===== src/rtl/vga_sync_decoder.sv =====
// -----------------------------------------------------------------------------
// vga_sync_decoder
//
// Recovers pixel coordinates from an incoming VGA-style stream (active-low
// HSync/VSync plus 1-bit R/G/B) and tracks whether the stream timing matches
// the configured geometry.
//
// Pipeline (edge n = edge that samples the pins):
//   edge n   : sync and RGB pins registered
//   edge n+1 : edge detect -> H/V counters, lock FSM, frame counter
//   edge n+2 : all outputs registered together, so every output describes
//              the pins sampled at edge n
//
// Ports
//   i_Clk, i_Reset         : clock, asynchronous active-high reset
//   i_HSync, i_VSync       : active-low sync inputs
//   i_Red, i_Grn, i_Blu    : pixel colour bits
//   o_Col, o_Row           : recovered column / row
//   o_Pixel_RGB            : {R,G,B} aligned with o_Col / o_Row
//   o_Pixel_Valid          : visible area while locked
//   o_Frame_Start          : one-cycle pulse at (0,0) while locked
//   o_Locked               : timing lock
//   o_Error                : sticky, set by a timing failure while locked
//   o_Frame_Count          : count of VSync falls ending in LOCKED (mod 256)
// -----------------------------------------------------------------------------
module vga_sync_decoder #(
  parameter int H_TOTAL        = 800,
  parameter int V_TOTAL        = 525,
  parameter int H_VISIBLE_AREA = 640,
  parameter int V_VISIBLE_AREA = 480,
  parameter int H_FRONT_PORCH  = 18,
  parameter int V_FRONT_PORCH  = 10
) (
  input  logic       i_Clk,
  input  logic       i_Reset,
  input  logic       i_HSync,
  input  logic       i_VSync,
  input  logic       i_Red,
  input  logic       i_Grn,
  input  logic       i_Blu,
  output logic [9:0] o_Col,
  output logic [9:0] o_Row,
  output logic [2:0] o_Pixel_RGB,
  output logic       o_Pixel_Valid,
  output logic       o_Frame_Start,
  output logic       o_Locked,
  output logic       o_Error,
  output logic [7:0] o_Frame_Count
);

  localparam logic [1:0] S_SEARCH = 2'd0;
  localparam logic [1:0] S_H_ACQ  = 2'd1;
  localparam logic [1:0] S_V_ACQ  = 2'd2;
  localparam logic [1:0] S_LOCKED = 2'd3;

  // Counter value that the sync fall corresponds to (first column/row after
  // the front porch).
  localparam logic [9:0] H_LOAD = 10'(H_VISIBLE_AREA + H_FRONT_PORCH);
  localparam logic [9:0] V_LOAD = 10'(V_VISIBLE_AREA + V_FRONT_PORCH);
  localparam logic [9:0] H_LAST = 10'(H_TOTAL - 1);
  localparam logic [9:0] V_LAST = 10'(V_TOTAL - 1);
  localparam logic [9:0] H_VIS  = 10'(H_VISIBLE_AREA);
  localparam logic [9:0] V_VIS  = 10'(V_VISIBLE_AREA);

  logic       r_hs, r_vs, r_hs_d, r_vs_d;
  logic [2:0] r_rgb, r_rgb_d;
  logic [9:0] r_h_cnt, r_v_cnt;
  logic [1:0] r_state;
  logic [7:0] r_frame_cnt;
  logic       r_lock_fail;

  logic       w_h_fall, w_v_fall;
  logic       w_line_adv;
  logic [9:0] w_h_next_free, w_v_next_free;
  logic       w_h_fail, w_v_fail, w_fail;
  logic [1:0] w_state_next;

  // ---------------------------------------------------------------------------
  // Input stage. Sync registers sit at 1 (idle) during reset so that the first
  // sample after release cannot look like a falling edge.
  // ---------------------------------------------------------------------------
  // NOTE: every clocked block uses non-blocking assignments so all registers
  // update from pre-edge values; blocking here would collapse pipeline stages.
  always_ff @(posedge i_Clk or posedge i_Reset) begin
    if (i_Reset) begin
      r_hs    <= 1'b1;
      r_vs    <= 1'b1;
      r_hs_d  <= 1'b1;
      r_vs_d  <= 1'b1;
      r_rgb   <= 3'd0;
      r_rgb_d <= 3'd0;
    end else begin
      r_hs    <= i_HSync;
      r_vs    <= i_VSync;
      r_hs_d  <= r_hs;
      r_vs_d  <= r_vs;
      r_rgb   <= {i_Red, i_Grn, i_Blu};
      r_rgb_d <= r_rgb;
    end
  end

  assign w_h_fall = ~r_hs & r_hs_d;
  assign w_v_fall = ~r_vs & r_vs_d;

  // Free-running successors: what the counters would hold with no sync load.
  assign w_h_next_free = (r_h_cnt == H_LAST) ? 10'd0 : r_h_cnt + 10'd1;
  // A line advances only on a genuine H wrap, not when an HSync load wins.
  assign w_line_adv    = (r_h_cnt == H_LAST) & ~w_h_fall;
  assign w_v_next_free = !w_line_adv       ? r_v_cnt :
                         (r_v_cnt == V_LAST) ? 10'd0 : r_v_cnt + 10'd1;

  // A sync fall must land exactly where the free-running counter expects it,
  // and the counter must not reach that point without one.
  assign w_h_fail = (r_state != S_SEARCH) &
                    (w_h_fall ? (w_h_next_free != H_LOAD)
                              : (w_h_next_free == H_LOAD));
  assign w_v_fail = ((r_state == S_V_ACQ) | (r_state == S_LOCKED)) &
                    (w_v_fall ? (w_v_next_free != V_LOAD)
                              : (w_line_adv & (w_v_next_free == V_LOAD)));
  assign w_fail   = w_h_fail | w_v_fail;

  // NOTE: the default assignment up front keeps this combinational block from
  // inferring a latch on paths that do not change state.
  always_comb begin
    w_state_next = r_state;
    case (r_state)
      S_SEARCH: if (w_h_fall) w_state_next = S_H_ACQ;
      S_H_ACQ:  if (w_fail)   w_state_next = S_SEARCH;
                else if (w_v_fall) w_state_next = S_V_ACQ;
      S_V_ACQ:  if (w_fail)   w_state_next = S_SEARCH;
                else if (w_v_fall) w_state_next = S_LOCKED;
      default:  if (w_fail)   w_state_next = S_SEARCH;
    endcase
  end

  // ---------------------------------------------------------------------------
  // Counters and lock FSM. Counters load/advance even on a failing cycle so
  // the next acquisition starts from the freshest sync position.
  // ---------------------------------------------------------------------------
  always_ff @(posedge i_Clk or posedge i_Reset) begin
    if (i_Reset) begin
      r_h_cnt     <= 10'd0;
      r_v_cnt     <= 10'd0;
      r_state     <= S_SEARCH;
      r_frame_cnt <= 8'd0;
      r_lock_fail <= 1'b0;
    end else begin
      r_h_cnt <= w_h_fall ? H_LOAD : w_h_next_free;
      if (w_v_fall) begin
        r_v_cnt <= V_LOAD;
      end else if (w_line_adv) begin
        r_v_cnt <= w_v_next_free;
      end
      r_state     <= w_state_next;
      // Includes the fall that moves V_ACQ into LOCKED.
      if (w_v_fall && (w_state_next == S_LOCKED)) begin
        r_frame_cnt <= r_frame_cnt + 8'd1;
      end
      // Only failures seen while locked count as stream errors.
      r_lock_fail <= (r_state == S_LOCKED) & w_fail;
    end
  end

  // ---------------------------------------------------------------------------
  // Output stage: one register layer so everything lines up at edge n+2.
  // ---------------------------------------------------------------------------
  always_ff @(posedge i_Clk or posedge i_Reset) begin
    if (i_Reset) begin
      o_Col         <= 10'd0;
      o_Row         <= 10'd0;
      o_Pixel_RGB   <= 3'd0;
      o_Pixel_Valid <= 1'b0;
      o_Frame_Start <= 1'b0;
      o_Locked      <= 1'b0;
      o_Error       <= 1'b0;
      o_Frame_Count <= 8'd0;
    end else begin
      o_Col         <= r_h_cnt;
      o_Row         <= r_v_cnt;
      o_Pixel_RGB   <= r_rgb_d;
      o_Pixel_Valid <= (r_state == S_LOCKED) & (r_h_cnt < H_VIS) & (r_v_cnt < V_VIS);
      o_Frame_Start <= (r_state == S_LOCKED) & (r_h_cnt == 10'd0) & (r_v_cnt == 10'd0);
      o_Locked      <= (r_state == S_LOCKED);
      o_Error       <= o_Error | r_lock_fail;
      o_Frame_Count <= r_frame_cnt;
    end
  end

endmodule


===== config.mk =====
export PLATFORM = sky130hd
export DESIGN_NAME = vga_sync_decoder
export DESIGN_NICKNAME = d
export VERILOG_FILES = /design/src/rtl/vga_sync_decoder.sv
export SDC_FILE = /design/constraint.sdc
export NUM_CORES = 1
export LEC_CHECK = 0
export CELL_PAD_IN_SITES_DETAIL_PLACEMENT = 1
export CELL_PAD_IN_SITES_GLOBAL_PLACEMENT = 2
export CORE_AREA = 2 2 149 107
export CTS_BUF_LIST = sky130_fd_sc_hd__clkbuf_16
export DETAILED_ROUTE_END_ITERATION = 12
export DIE_AREA = 0 0 151 109
export DONT_BUFFER_PORTS = 1
export PLACE_DENSITY_LB_ADDON = 0.05
export SLEW_MARGIN = 15
export SYNTH_ARGS = -nofsm -noshare
export SYNTH_HDL_FRONTEND = slang
export SYNTH_SLANG_ARGS = --single-unit
export TNS_END_PERCENT = 1

===== constraint.sdc =====
create_clock -name i_Clk -period 3.85 [get_ports i_Clk]
set_clock_uncertainty 0.15 [all_clocks]
set_input_delay 1.155 -clock i_Clk [delete_from_list [all_inputs] [get_ports i_Clk]]
set_output_delay 1.155 -clock i_Clk [all_outputs]
set_load 0.005 [all_outputs]

==> metrics, run 1 <==
hold path cells=0; Final Max Tran Viols=0; Seq/Total Area, Yosys=0.563; Root Driver=clkbuf_16; PD cells=547 mW/mm2; initial antenna violation count=0; Cell variety after synth=60; HP Start=r_rgb_d[2]$_DFF_PP0_; largest area contributor in the netlist=dfrtp_1; Area growth syn-to-layout=15.2%; starting density of the core=0.224; static leakage=roughly 1.6 nW; r2r setup slk=0.51 ns; Post-CTS Resized=0; Ys Warns=0; placed inst area=about 0.0036 mm2; die area=0.0165 mm2; top cell type's share of synthesized area=0.532; Fillers=1,683; Antenna Cells=0; Critical Path AT=between 3 and 4 ns; Max-slew headroom=0.514; Longest Clk Path Bufs=2; simple-gate portion of the synthesized area=0.241; mapped cell area=roughly 0.0034 mm2; setup bufs post-CTS=0; Clock transition at path regs=0.06 ns; Synth Area in Compound Gates=0.0783; WHS Endpoint=o_Pixel_RGB[2]$_DFF_PP0_; Routed WL=about 9000 um; Max Cap Violations=0; Reg-to-Reg End=r_frame_cnt[1]$_DFFE_PP0P_; Post-synth EDFFs=0; Final Wtd Congestion=0.733; post-synthesis cell count=around 300; Final Instance Area=0.00390 mm2; top cells by area, synth=dfrtp_1 (53%), dfstp_2 (3.1%), xor2_1 (2.8%); CP required=3.93 ns; hold buffer count at cts=0; DRC=0; TritonCTS clock tree=built; max incr delay on CP=0.58 ns; Worst Path Buf+Inv=0; Die Y=109 um; Slew @ Worst Pin=0.729 ns; Mean Syn Cell Area=11.5 um2; post-synthesis adder-cell area fraction=0.0185; worst setup path class=reg -> reg; vias in the first global route=about 2,400; HP Class=reg -> reg; Place WS=roughly 0.47 ns; DR vias/cell=around 4.5; TNS Setup=0 ns; gr ovfl total=0; Startpoint Class=flip-flop; met1 wire length=4930 um; 1st-iter DRT viols=84; dpl hpwl=6380 um; final setup vio count=0; R2R depth=8; DRT Pass-1 Iters=4; net count after synthesis=306; Cell Rows=38; Seq cells post-synth=76; metal3 WL=462 um; RSZ-0062 raised after global routing=no; num ports=42; Final Util=0.258; main combinational cell family by area after synthesis=simple AND/OR/NAND/NOR gates; TritonCTS buffer count=9; endpoints failing hold=0; worst IR drop on VDD=between 0.00015 and 0.0002 V; Total Routing Usage GR=0.122; htree depth=3; status=complete, no violations; Final ANT Viol Nets=0; crit-path cells=ha_1 -> and4_4 -> nand4_4 -> nor4_4 -> o22ai_2 -> or3_1 -> nor3_4 -> mux2_1; slowest CP cell=or3_1; clock sinks=76; post-synthesis xor/xnor area fraction=0.0362; first-pass GRT wire length=14,600 um; wire per inst=18.0 um; die width=around 150 um; mux contribution to synthesized area=0.0122; fraction of layout cells with a size suffix above 1=0.160; Crit path max-delay family=simple AND/OR/NAND/NOR gates; met2 wire length=3460 um; Vias=2,234; fin crit share=0.867; Critical Path Sink Type=flip-flop; I/O Buffers=0; minimum clock period=3.34 ns; final setup margin=0.514 ns; worst-skew pair later-pin latency=0.34 ns; DR top layer=met4; Critical R2R Launch=r_h_cnt[1]$_DFF_PP0_; CP Max Fanout=10; asr flop ratio synth=1.00; top_reg_cell synth=dfrtp_1; CORE AREA=roughly 0.015 mm2; fmax=0.300 GHz; largest net degree at the start of global routing=between 40 and 50; NumNets Final=307
-- cells by family after synthesis --
family,Yosys count
AOI/OAI and AO/OA,40
xor gates and xnor gates,14
adders and majority gates,5
buffers and inverters,29
DFF,76
muxes,4
and+or+nand+nor,126
-- worst reg2reg max path, cell delays in order, from the launching register on --
cell and delay [ns]:
dfrtp_1 0.49, ha_1 0.36, and4_4 0.36, nand4_4 0.21
nor4_4 0.31, o22ai_2 0.15, or3_1 0.58, nor3_4 0.28
mux2_1 0.33
-- routing by layer --
layer | global-route usage | up-vias
met2 | 0.160 | 42
li1 | - | 1052
met5 | 0 | -
met1 | 0.180 | 1130
met4 | 0.0441 | 0
met3 | 0.0452 | 10
-- registers in the layout, indices dropped and copies added (netlist names) --
register	count
o_Locked	1
r_rgb	3
o_Col	10
r_v_cnt	10
r_h_cnt	10
r_frame_cnt	8
o_Error	1
r_vs_d	1
r_state	2
o_Row	10
r_lock_fail	1
o_Frame_Start	1
o_Frame_Count	8
r_hs	1
o_Pixel_Valid	1
o_Pixel_RGB	3
r_vs	1
r_rgb_d	3
r_hs_d	1
-- worst max path at each step --
stage                    startpoint  cells after the start                          to  slack (ns)
2_1_floorplan               i_Reset                      1          o_Col[0]$_DFF_PP0_        0.61
3_3_place_gp   r_h_cnt[0]$_DFF_PP0_                      8  r_frame_cnt[1]$_DFFE_PP0P_        0.59
3_5_place_dp   r_h_cnt[1]$_DFF_PP0_                      8  r_frame_cnt[1]$_DFFE_PP0P_        0.47
4_1_cts        r_h_cnt[1]$_DFF_PP0_                      8  r_frame_cnt[1]$_DFFE_PP0P_        0.45
5_1_grt        r_h_cnt[0]$_DFF_PP0_                      8  r_frame_cnt[1]$_DFFE_PP0P_        0.27
6_report       r_h_cnt[1]$_DFF_PP0_                      8  r_frame_cnt[1]$_DFFE_PP0P_        0.51
-- report_power, final --
| part | leakage, nW | switching (W) | internal (W) |
|---|---|---|---|
| Sequential | 0.905 | 0.000120 | 0.000891 |
| Clock | 0.154 | 0.000353 | 0.000571 |
| Combinational | 0.578 | 0.000119 | 0.0000826 |
-- cell usage after synthesis, drive strengths merged (5+ instances only) --
library cell / count
xor2: 11
nand3: 9
and3: 6
nand4: 13
nand2: 22
nor2: 20
nor2b: 5
ha: 5
nor3: 9
nor4: 13
and4: 5
inv: 11
dfrtp: 72
buf: 11
o21ai: 10
a21oi: 7
clkbuf: 7
-- per-stage QoR --
step / std cells / hold slack (ns) / power [W]
after floorplan: 294 / 0.181 / 0.00116
after global placement: 484 / 0.186 / 0.00124
after detailed placement: 484 / 0.186 / 0.00123
after CTS: 500 / 0.200 / 0.00219
after global routing: 500 / 0.218 / 0.00228
final: 500 / 0.195 / 0.00214
-- final cells by class --
| cell class | count | area [um2] | share of cell area |
|---|---|---|---|
| Sequential cell | 76 | 1910 | 0.489 |
| Clock inverter | 7 | 97.6 | 0.0250 |
| Tap cell | 200 | 250 | 0.0641 |
| Inverter | 11 | 42.5 | 0.0109 |
| Timing Repair Buffer | 8 | 72.6 | 0.0186 |
| Multi-Input combinational cell | 189 | 1310 | 0.335 |
| Clock buffer | 9 | 225 | 0.0577 |
-- cell usage in the layout, fill, tap and decap left out, types with 7 or more instances in the layout --
| master | count |
|---|---|
| nor2_1 | 20 |
| a21oi_1 | 7 |
| buf_4 | 7 |
| o21ai_0 | 10 |
| nor3_1 | 7 |
| dfrtp_1 | 72 |
| xor2_1 | 11 |
| clkbuf_16 | 9 |
| inv_1 | 10 |
| nand4_1 | 12 |
| nand2_1 | 22 |
| nand3_1 | 9 |
(Power assumes the default switching activity.)
==> inputs of run 2 (changes only) <==
--- a/config.mk
+++ b/config.mk
@@ -7,12 +7,13 @@
 export LEC_CHECK = 0
 export CELL_PAD_IN_SITES_DETAIL_PLACEMENT = 1
 export CELL_PAD_IN_SITES_GLOBAL_PLACEMENT = 2
-export CORE_AREA = 2 2 149 107
+export CORE_AREA = 2 2 114 83
 export CTS_BUF_LIST = sky130_fd_sc_hd__clkbuf_16
 export DETAILED_ROUTE_END_ITERATION = 12
-export DIE_AREA = 0 0 151 109
+export DIE_AREA = 0 0 116 85
 export DONT_BUFFER_PORTS = 1
 export PLACE_DENSITY_LB_ADDON = 0.05
+export RECOVER_POWER = 25
 export SLEW_MARGIN = 15
 export SYNTH_ARGS = -nofsm -noshare
 export SYNTH_HDL_FRONTEND = slang
==> run 2 against run 1 <==
  * Critical path depth unchanged
  * Clock power decreased by 8.5%
  * Sequential cell count unchanged
  * Via count decreased by 1.3%
  * Highest routed layer unchanged
  * First-iteration DRC count increased by 58%
  * Sequential share of layout area increased by 2.0 points
  * Critical endpoint unchanged
  * Routed wire length is 16% lower
  * Worst setup slack worse by 0.13 ns
  * Critical path type unchanged
  * Clock-buffer cell count is the same
  * Final cell count decreased by 16%
  * Sequential power about the same
==> metrics, run 2 (synthesized netlist as in run 1, its figures left out) <==
status=complete, no violations; Startpoint Class=flip-flop; Cell Rows=29 (-24%); vias in the first global route=2,341 (-1.9%); Vias=2,204 (-1.3%); DRC=0 (unchanged); TNS Setup=0 ns (unchanged); CP startpoint=r_h_cnt[1]$_DFF_PP0_; Worst Path Buf+Inv=0 (unchanged); 1st-iter DRT viols=133 (+58%); Critical Path Sink Type=flip-flop; endpoints failing hold=0 (unchanged); dpl hpwl=5280 um (-17%); most common cell after layout, fill and taps aside=dfrtp_1; Die Y=85 um (-22%); most frequent cells in the layout=dfrtp_1 (72), nand2_1 (22), nor2_1 (20); Final ANT Viol Nets=0 (unchanged); die width=116 um (-23%); Final Max Tran Viols=0 (unchanged); TritonCTS buffer count=9 (unchanged); RSZ-0062 raised after global routing=no; largest net degree at the start of global routing=32 (-22%); htree depth=3 (unchanged); max incr delay on CP=0.56 ns (-0.02 ns); hold buffer count at cts=0 (unchanged); DP Cell Count=405 (-16%); I/O Buffers=0 (unchanged); PD cells=546 mW/mm2 (-0.24%); multi-input logic area=0.00131 mm2 (unchanged); die area=0.00986 mm2 (-40%); num ports=42 (unchanged); static leakage=1.59 nW (-2.6%); minimum clock period=3.46 ns (+0.128 ns); CP required=3.93 ns (about the same); clock sinks=76 (unchanged); Final Util=0.427 (+0.169); worst IR drop on VDD=0.000208 V (+17%); final setup vio count=0 (unchanged); Post-CTS Resized=0 (unchanged); wire per inst=17.9 um (-0.19%); Longest Clk Path Bufs=2 (unchanged); hold path cells=0 (unchanged); NumNets Final=304 (-0.98%); Fillers=944 (-44%); Clock transition at path regs=0.06 ns (about the same); worst-skew pair later-pin latency=0.34 ns (about the same); Critical R2R Launch=r_h_cnt[1]$_DFF_PP0_; fin crit share=0.900 (+0.0333); Max-slew headroom=0.498 (-0.0159); Post-Layout Cell Count=421 (-16%); Slew @ Worst Pin=0.748 ns (+0.0197 ns); fmax=0.289 GHz (-3.7%); Root Driver=clkbuf_16; Final Wtd Congestion=0.833 (+14%); CP Max Fanout=11 (+1); R2R depth=8 (unchanged); Critical Path AT=3.54 ns (+0.12 ns); Crit path max-delay family=simple AND/OR/NAND/NOR gates; TritonCTS clock tree=built; Max Cap Violations=0 (unchanged); CORE AREA=0.00878 mm2 (-42%); crit-path cells=ha_1 -> and4_4 -> and4_1 -> a21o_1 -> nand4b_1 -> or3_1 -> nor3_4 -> mux2_1; DR vias/cell=5.24 (+17%); WHS=0.200 ns (+0.00497 ns); Area growth syn-to-layout=10.6%; slowest CP cell=or3_1; setup bufs post-CTS=0 (unchanged); starting density of the core=0.386 (+0.162); DRT Pass-1 Iters=4 (unchanged); initial antenna violation count=0 (unchanged); gr ovfl total=0 (unchanged); critical path depth=8 (unchanged); HP Class=reg -> reg; Routed WL=7560 um (-16%); worst setup path class=reg -> reg; Antenna Cells=0 (unchanged); HP Start=r_rgb_d[0]$_DFF_PP0_; fraction of layout cells with a size suffix above 1=0.141 (-0.0186); storage element area=0.00191 mm2 (unchanged); Total Routing Usage GR=0.174 (+0.0517); first-pass GRT wire length=12,800 um (-13%)
-- run 2: layer usage --
| layer | GRT usage | part of all wire | vias to the layer above |
|---|---|---|---|
| li1 | - | - | 1045 |
| met1 | 0.257 | 0.54 | 1101 |
| met2 | 0.230 | 0.40 | 45 |
| met4 | 0.0714 | 0.017 | 0 |
| met5 | 0 | 0 | - |
| met3 | 0.0593 | 0.045 | 13 |
-- run 2: worst paths after layout --
kind                                              endpoint  slack (ns)
worst max-delay path            r_frame_cnt[1]$_DFFE_PP0P_        0.39
worst min-delay path              o_Pixel_RGB[0]$_DFF_PP0_        0.20
worst max register to register  r_frame_cnt[1]$_DFFE_PP0P_        0.39
worst min register to register    o_Pixel_RGB[0]$_DFF_PP0_        0.20
max in group asynchronous                 r_vs_d$_DFF_PP1_        2.07
min in group asynchronous             r_h_cnt[9]$_DFF_PP0_        0.63
-- run 2: cell type report --
class | instances | area share
sequential | 76 | 0.509
inverter | 11 | 0.0114
clock inverter | 7 | 0.0200
clock buffer | 9 | 0.0601
multi-input combinational | 189 | 0.349
timing repair buffer | 5 | 0.00902
tap | 124 | 0.0414
-- run 2: report_power, final --
part	switching [W]	total, W	internal (W)
clock	0.000341	0.000845	0.000503
combinational	0.000113	0.000194	0.0000808
sequential	0.000117	0.00101	0.000891
-- run 2: stage by stage --
stage / total power [W] / worst slack, ns / area, um2
final: 0.00205 / 0.385 / 3750
after global routing: 0.00216 / 0.139 / 3750
after CTS: 0.00208 / 0.360 / 3750
after detailed placement: 0.00122 / 0.373 / 3450
after global placement: 0.00122 / 0.565 / 3450
after floorplan: 0.00116 / 0.613 / 3390
==> inputs of run 3 (changes only) <==
--- a/config.mk
+++ b/config.mk
@@ -12,6 +12,7 @@
 export DETAILED_ROUTE_END_ITERATION = 12
 export DIE_AREA = 0 0 116 85
 export DONT_BUFFER_PORTS = 1
+export GPL_TIMING_DRIVEN = 1
 export PLACE_DENSITY_LB_ADDON = 0.05
 export RECOVER_POWER = 25
 export SLEW_MARGIN = 15
==> results of run 3 <==
Final layout, timing and power as in run 2 (identical DEF).
